[src/rtl/straight_scanner_seq.sv]
// rtl/straight_scanner_seq.sv - streaming poker straight detector with sequential window scan
module straight_scanner_seq #(
    parameter int HAND_SIZE   = 5,
    parameter int RUN_LEN     = 5,
    parameter int ACE_HIGH_EN = 1,
    localparam int NUM_WIN    = 15 - RUN_LEN,
    localparam int CNT_W      = $clog2(HAND_SIZE + 1)
) (
    input  logic               clk,
    input  logic               rst_n,
    input  logic               in_valid,
    output logic               in_ready,
    input  logic [3:0]         in_rank,
    input  logic               in_last,
    output logic               out_valid,
    input  logic               out_ready,
    output logic               is_straight,
    output logic [NUM_WIN-1:0] straight_mask,
    output logic [3:0]         top_rank,
    output logic [CNT_W-1:0]   card_count,
    output logic               err_rank
);

    localparam int IDX_W = $clog2(NUM_WIN + 1);
    localparam logic [13:0] RUN_MASK = {{(14 - RUN_LEN){1'b0}}, {RUN_LEN{1'b1}}};
    localparam logic [NUM_WIN-1:0] WIN_ONE = {{(NUM_WIN - 1){1'b0}}, 1'b1};

    typedef enum logic [1:0] {
        S_COLLECT = 2'd0,
        S_SCAN    = 2'd1,
        S_DONE    = 2'd2
    } state_t;

    state_t             state;
    state_t             state_nxt;
    logic [13:0]        pm;
    logic [IDX_W-1:0]   idx;
    logic [CNT_W-1:0]   cnt;
    logic [CNT_W-1:0]   cnt_inc;
    logic [NUM_WIN-1:0] mask_r;
    logic [3:0]         top_r;
    logic               err_r;
    logic               ov_r;

    logic               accept;
    logic               rank_legal;
    logic [13:0]        rank_bits;
    logic               hand_end;
    logic               scan_last;
    logic               pop;
    logic [13:0]        window;
    logic               hit;

    assign accept     = in_valid & in_ready;
    assign rank_legal = (in_rank >= 4'd1) && (in_rank <= 4'd13);
    assign cnt_inc    = cnt + CNT_W'(1);
    assign hand_end   = accept & (in_last | (cnt_inc == CNT_W'(HAND_SIZE)));
    assign scan_last  = (idx == IDX_W'(NUM_WIN - 1));
    assign pop        = ov_r & out_ready;
    assign window     = pm >> idx;
    assign hit        = ((window & RUN_MASK) == RUN_MASK);

    // Ace lands in both the lowest and (optionally) the highest mask slot.
    always_comb begin
        rank_bits = '0;
        if (rank_legal) begin
            rank_bits = 14'd1 << (in_rank - 4'd1);
            if ((ACE_HIGH_EN != 0) && (in_rank == 4'd1)) begin
                rank_bits[13] = 1'b1;
            end
        end
    end

    always_ff @(posedge clk or negedge rst_n) begin
        if (!rst_n) begin
            state <= S_COLLECT;
        end else begin
            state <= state_nxt;
        end
    end

    always_comb begin
        state_nxt = state;
        case (state)
            S_COLLECT: if (hand_end)  state_nxt = S_SCAN;
            S_SCAN:    if (scan_last) state_nxt = S_DONE;
            S_DONE:    if (pop)       state_nxt = S_COLLECT;
            default:                  state_nxt = S_COLLECT;
        endcase
    end

    always_comb begin
        in_ready = (state == S_COLLECT);
    end

    // out_valid rises one cycle into DONE so every result register has settled.
    always_ff @(posedge clk or negedge rst_n) begin
        if (!rst_n) begin
            pm     <= '0;
            idx    <= '0;
            cnt    <= '0;
            mask_r <= '0;
            top_r  <= '0;
            err_r  <= 1'b0;
            ov_r   <= 1'b0;
        end else begin
            case (state)
                S_COLLECT: begin
                    idx <= '0;
                    if (accept) begin
                        cnt <= cnt_inc;
                        if (rank_legal) begin
                            pm <= pm | rank_bits;
                        end else begin
                            err_r <= 1'b1;
                        end
                    end
                end
                S_SCAN: begin
                    idx <= idx + IDX_W'(1);
                    if (hit) begin
                        mask_r <= mask_r | (WIN_ONE << idx);
                        top_r  <= 4'(idx) + 4'(RUN_LEN);
                    end
                end
                S_DONE: begin
                    if (pop) begin
                        pm     <= '0;
                        cnt    <= '0;
                        mask_r <= '0;
                        top_r  <= '0;
                        err_r  <= 1'b0;
                        ov_r   <= 1'b0;
                    end else begin
                        ov_r <= 1'b1;
                    end
                end
                default: begin
                    ov_r <= 1'b0;
                end
            endcase
        end
    end

    assign out_valid     = ov_r;
    assign is_straight   = |mask_r;
    assign straight_mask = mask_r;
    assign top_rank      = top_r;
    assign card_count    = cnt;
    assign err_rank      = err_r;

endmodule

[config.mk]
export PLATFORM = sky130hd
export DESIGN_NAME = straight_scanner_seq
export DESIGN_NICKNAME = d
export VERILOG_FILES = /design/src/rtl/straight_scanner_seq.sv
export SDC_FILE = /design/constraint.sdc
export NUM_CORES = 1
export LEC_CHECK = 0
export ABC_AREA = 1
export ABC_CLOCK_PERIOD_IN_PS = 1630
export CORE_UTILIZATION = 49
export CTS_CLUSTER_DIAMETER = 80
export DETAILED_ROUTE_END_ITERATION = 7
export PLACE_DENSITY = 0.85
export SYNTH_ARGS = -nofsm -noshare
export SYNTH_HDL_FRONTEND = slang
export SYNTH_SLANG_ARGS = --single-unit
[constraint.sdc]
create_clock -name clk -period 1.63 [get_ports clk]
set_input_delay 0.489 -clock clk [delete_from_list [all_inputs] [get_ports clk]]
set_output_delay 0.489 -clock clk [all_outputs]
set_load 0.005 [all_outputs]
Yosys cells after proc, flatten, opt, wreduce, memory -nomap -nowiden
Index checks and enable logic that the tools add are counted.
{ "totals": {"in_bits": 9, "regBits": 39, "out_inout_bits": 21} }
{ "op_classes": {"mux": 26, "add_sub_neg": 4, "reduce_logical": 12, "shifts": 3, "bitwise_logic": 6, "order_cmp": 2, "eq_ne": 13} }
{ "ops": {"columns": ["cell", "count"], "rows": [
  ["two-way mux 14 bit", 4],
  ["case mux 14 bit (2 select lines)", 1],
  ["two-way mux 10 bit", 2],
  ["case mux 10 bit (2 select lines)", 1],
  ["case mux 4 bit (2 select lines)", 2],
  ["OR 14 bit", 1],
  ["<< shifter 1 x 4 -> 14 bit, first input constant", 1],
  [">> shifter 14 x 4 -> 5 bit", 1],
  ["OR 10 bit", 1],
  ["OR reduction 10 bit", 1],
  ["<< shifter 1 x 4 -> 10 bit, first input constant", 1],
  ["AND reduction 3 bit", 3],
  ["two-way mux 4 bit", 2],
  ["!= test 2 bit, second input constant", 4],
  ["AND reduction 4 bit", 2],
  ["two-way mux 2 bit", 3],
  ["two-way mux 3 bit", 2],
  ["!= test 2 x 1 -> 1 bit, second input constant", 3],
  ["case mux 2 bit (3 select lines)", 1],
  ["case mux 3 bit (2 select lines)", 1],
  ["nonzero test 2 bit", 3],
  ["== test 5 bit, second input constant", 1],
  ["two-way mux 1 bit", 5],
  ["adder 4 x 1 -> 4 bit, second input constant", 1],
  ["16 further kinds", 19]
]} }

Logic depth before layout (Yosys ltp)
{ "logic_depth": {"ltp_word": 8, "mapped_depth": 13, "depth_no_buf": 11} }

Worst setup path after synthesis
No wires, ideal clock.
{ "synth_timing": {"kind": "flip-flop to flip-flop", "start": "reg idx[0]", "end": "reg mask_r[1], in the netlist straight_mask[1]", "slack_ns": 0.060, "path_buffers": 2, "stages_incl_launch_ff": 11, "arrival_time_ns": 1.454, "required_ns": 1.513, "synth_period_minus_slack_ns": 1.570, "setup_ns": 0.117, "cell_sequence": "dfrtp_1 > buf_4 > inv_2 > nand2_1 > nand2_1 > nand3_1 > o21ai_2 > nand4_4 > buf_2 > nand3_1 > nand2_1"} }
{ "synth_via": {"elab_chain_cells": 4, "word_cells_on_any_way": 8, "cone_classes": "eq/ne: 2; shift: 2; mux: 2; bitwise: 1; reduce/logical: 1"} }
{ "synth_lines": {"columns": ["element", "line_no", "text"], "rows": [
  ["start: declaration", "37", "logic [IDX_W-1:0] idx;"],
  ["start signal: assignment", "120", "idx <= idx + IDX_W'(1);"],
  [">> shifter 14 x 4 -> 5 bit / << shifter 1 x 4 -> 10 bit (equally long branches)", "60, 122", null],
  ["== test 5 bit / OR 10 bit (equally long branches)", "61, 122", null],
  ["!= test 2 bit (no source line) / two-way mux 10 bit (equally long branches)", null, null],
  ["AND reduction 3 bit (no source line) / case mux 10 bit (2 select lines) (equally long branches)", null, null],
  ["end signal: assignment", "122", "mask_r <= mask_r | (WIN_ONE << idx);"],
  ["end: declaration", "40", "logic [NUM_WIN-1:0] mask_r;"]
]} }
Several ways; a longest one is shown, not always the timed one. The select of a mux whose other input is x is not followed.
A chain may end at the register's enable or synchronous reset.

Final worst setup path
{ "layout_timing": {"start": "reg idx[0]", "end": "reg mask_r[5], in the netlist straight_mask[5]"} }
Same word-level chain as after synthesis.

==> metrics.cfg <==
[outcome]
status=finished, violations left
violations=negative setup slack

[synthesis]
yosysSeqAreaShare=0.445
synth_edf_count=0
synth_area_leaders=dfrtp_1 (44%), nand2_1 (14%), nand3_1 (8.7%)
ys_types=30
syn_avg_cell_area_um2=7.65
yosysTopAreaCell=dfrtp_1
syn-num-nets=304
synthesis.instances=287
syn_area_um2=2190
ys_ff_latch=39
async_reset_ff_frac=1.00
synth_flop_cell=dfrtp_1
synth_warnings=0
yosys.area.top_type_share=0.445

[drt]
drt-pass1-iter-count=5
wl_met2_mm=3.25
wl_per_cell_um=14.9
wl_met3_um=302
met1_length_mm=2.48
wl_mm=6.15
ant_nets=0
drt_iter0_markers=130
top_layer=met4
drc_errors=0
via_per_inst=5.44
dr_total_vias=2248

[clock_tree]
htree_levels=2
clk_latency_ps=310
cts_buffer_depth=2
cts_buffers=5
tritoncts=built
numClockSinks=39
holdBufCountCts=0
root_buffer=clkbuf_8
clkTransAtPathRegs_ps=90

[sta]
hold_viol_final=0
worst_slack_ps=-119
rsz0062_at_grt=yes
tightest_slew_ps=447
slew_headroom=0.702
max_clock_freq_mhz=572
min_period_ps=1750
slew_violations=0
setup_viol=15
fin_skew_ps=9.27
fin_setup_tns_ps=-1540
min_period_over_period=1.07

[global_routing]
grt_pass1_vias=2196
grt_max_degree=24
track_usage=0.283
overflow=0
grt_pass1_wl_mm=9.69
antenna_found_initial=0

[setup_path]
reg2reg_depth=9
cp_common_cell=nand2_2
slowest_delay_ps=480
crit_chain=buf_6 > nand2_2 > nand2_2 > nand3_2 > o21ai_4 > nand4_4 > nand2_4 > nand2_2 > nand2_1
worst-endpoint-arrival_ps=1990
critPathLaunchType=flip-flop
regToRegStartpoint=idx[0]$_DFFE_PN0P_
worst-path-max-fanout=8
critPathSlowestCell=dfrtp_2
r2r_setup_slack_ps=-120
reg2reg_to=straight_mask[5]$_DFFE_PN0P_
endpoint_kind=flip-flop
critPathKind=reg2reg
worst_ep_required_time_ps=1870

[power_and_ir_drop]
power.density_nw_per_um2=1780
power_mw=5.57
max-vdd-ir-drop_mv=1.02
p_leak_nw=1.65

[placed_design]
hpwl_mm=3.88
gp_congestion=0.822
numPortBuffers=29

[final_layout]
final_common_cell=nand2_1
drive_gt1_frac=0.317
layout_common_cells=nand2_1 (53), dfrtp_1 (37), buf_4 (36)
seq_area_um2=978
fill_cells=303
fin_nets=379
insertedDiodeCount=0
multiInputGateArea_um2=1200
area_delta_synth_final_pct=42.6

[floorplan]
std_cell_rows=23
initial_core_util=0.530
fp.dieW_um=68.9
core-area_um2=4140
die_h_um=68.9
num_io_pins=30
die-area_um2=4750

[hold_path]
min_path_type=in2async

[job]
cap_violations=0

==> worst max-delay path by stage <==
stage                                 start                      endpoint
2_1_floorplan            idx[0]$_DFFE_PN0P_  straight_mask[1]$_DFFE_PN0P_
3_3_place_gp                     in_rank[2]             pm[0]$_DFFE_PN0P_
3_5_place_dp                       in_valid            pm[13]$_DFFE_PN0P_
4_1_cts        straight_mask[4]$_DFFE_PN0P_                   is_straight
5_1_grt                  idx[0]$_DFFE_PN0P_  straight_mask[6]$_DFFE_PN0P_
6_report                 idx[0]$_DFFE_PN0P_  straight_mask[5]$_DFFE_PN0P_
==> per-layer routing <==
layer | vias up | GRT usage
li1 | 1086 | -
met1 | 1079 | 0.321
met2 | 70 | 0.495
met3 | 13 | 0.0707
met4 | 0 | 0.133
met5 | - | 0
==> state kept, by name (all words and copies together), names as in the netlist <==
signal         flops
card_count         3
err_rank           1
idx                4
out_valid          1
pm                14
state              2
straight_mask     10
top_rank           4
==> synth_stat cells (all sizes together) (2+ instances only) <==
cell type  number
nand2          82
dfrtp          39
nand3          38
inv            35
nor2           27
a21oi          21
o21ai           9
ha              8
buf             7
nor4            4
nand4           3
o22ai           3
a31oi           2
nor3            2
o21a            2
==> what timing repair did <==
item | in CTS | in global routing
setup buffers | 8 | 1
endpoints found under the setup margin | 42 | 32
pin swaps | 11 | 11
cloned | 2 | 0
gates resized for setup | 48 | 43
==> kinds of logic after synthesis <==
logic type               share of synthesized area
adder cells (fa/ha/maj)                     0.0456
buffers and inverters                       0.0861
XOR/XNOR                                   0.00399
AO/OA/AOI/OAI                               0.0946
flip-flops                                   0.445
AND/OR/NAND/NOR                              0.325
==> power breakdown <==
| group | total, mW | switching (mW) | internal (mW) | leakage, nW |
|---|---|---|---|---|
| sequential | 1.54 | 0.248 | 1.29 | 0.442 |
| clock | 0.695 | 0.389 | 0.306 | 0.0408 |
| combinational | 3.34 | 1.89 | 1.45 | 1.17 |
==> cell type report <==
type	count	area share
flip-flops and latches	39	0.313
clock inverters	3	0.00759
clock buffers	5	0.0220
multi-input cells	206	0.384
repair buffers	74	0.209
inverters	36	0.0448
well taps	50	0.0200
==> critical path, delay by kind of cell (launching register included) <==
family	cells	cell delay, ps
AO/OA/AOI/OAI	1	220
buffers and inverters	1	170
flip-flops	1	480
AND/OR/NAND/NOR	7	810
==> metrics by stage <==
step | utilization | setup WS (ps) | cell area [um2] | hold WS, ps | instances
floorplan | - | 59.7 | 2190 | 193 | 287
global placement | 0.672 | -191 | 2780 | 450 | 394
detailed placement | 0.672 | -270 | 2780 | 458 | 394
CTS | 0.727 | -218 | 3010 | 127 | 412
global route | 0.755 | -220 | 3130 | 141 | 413
finish | 0.755 | -119 | 3130 | 117 | 413
Power figures use the tool's default switching activity.
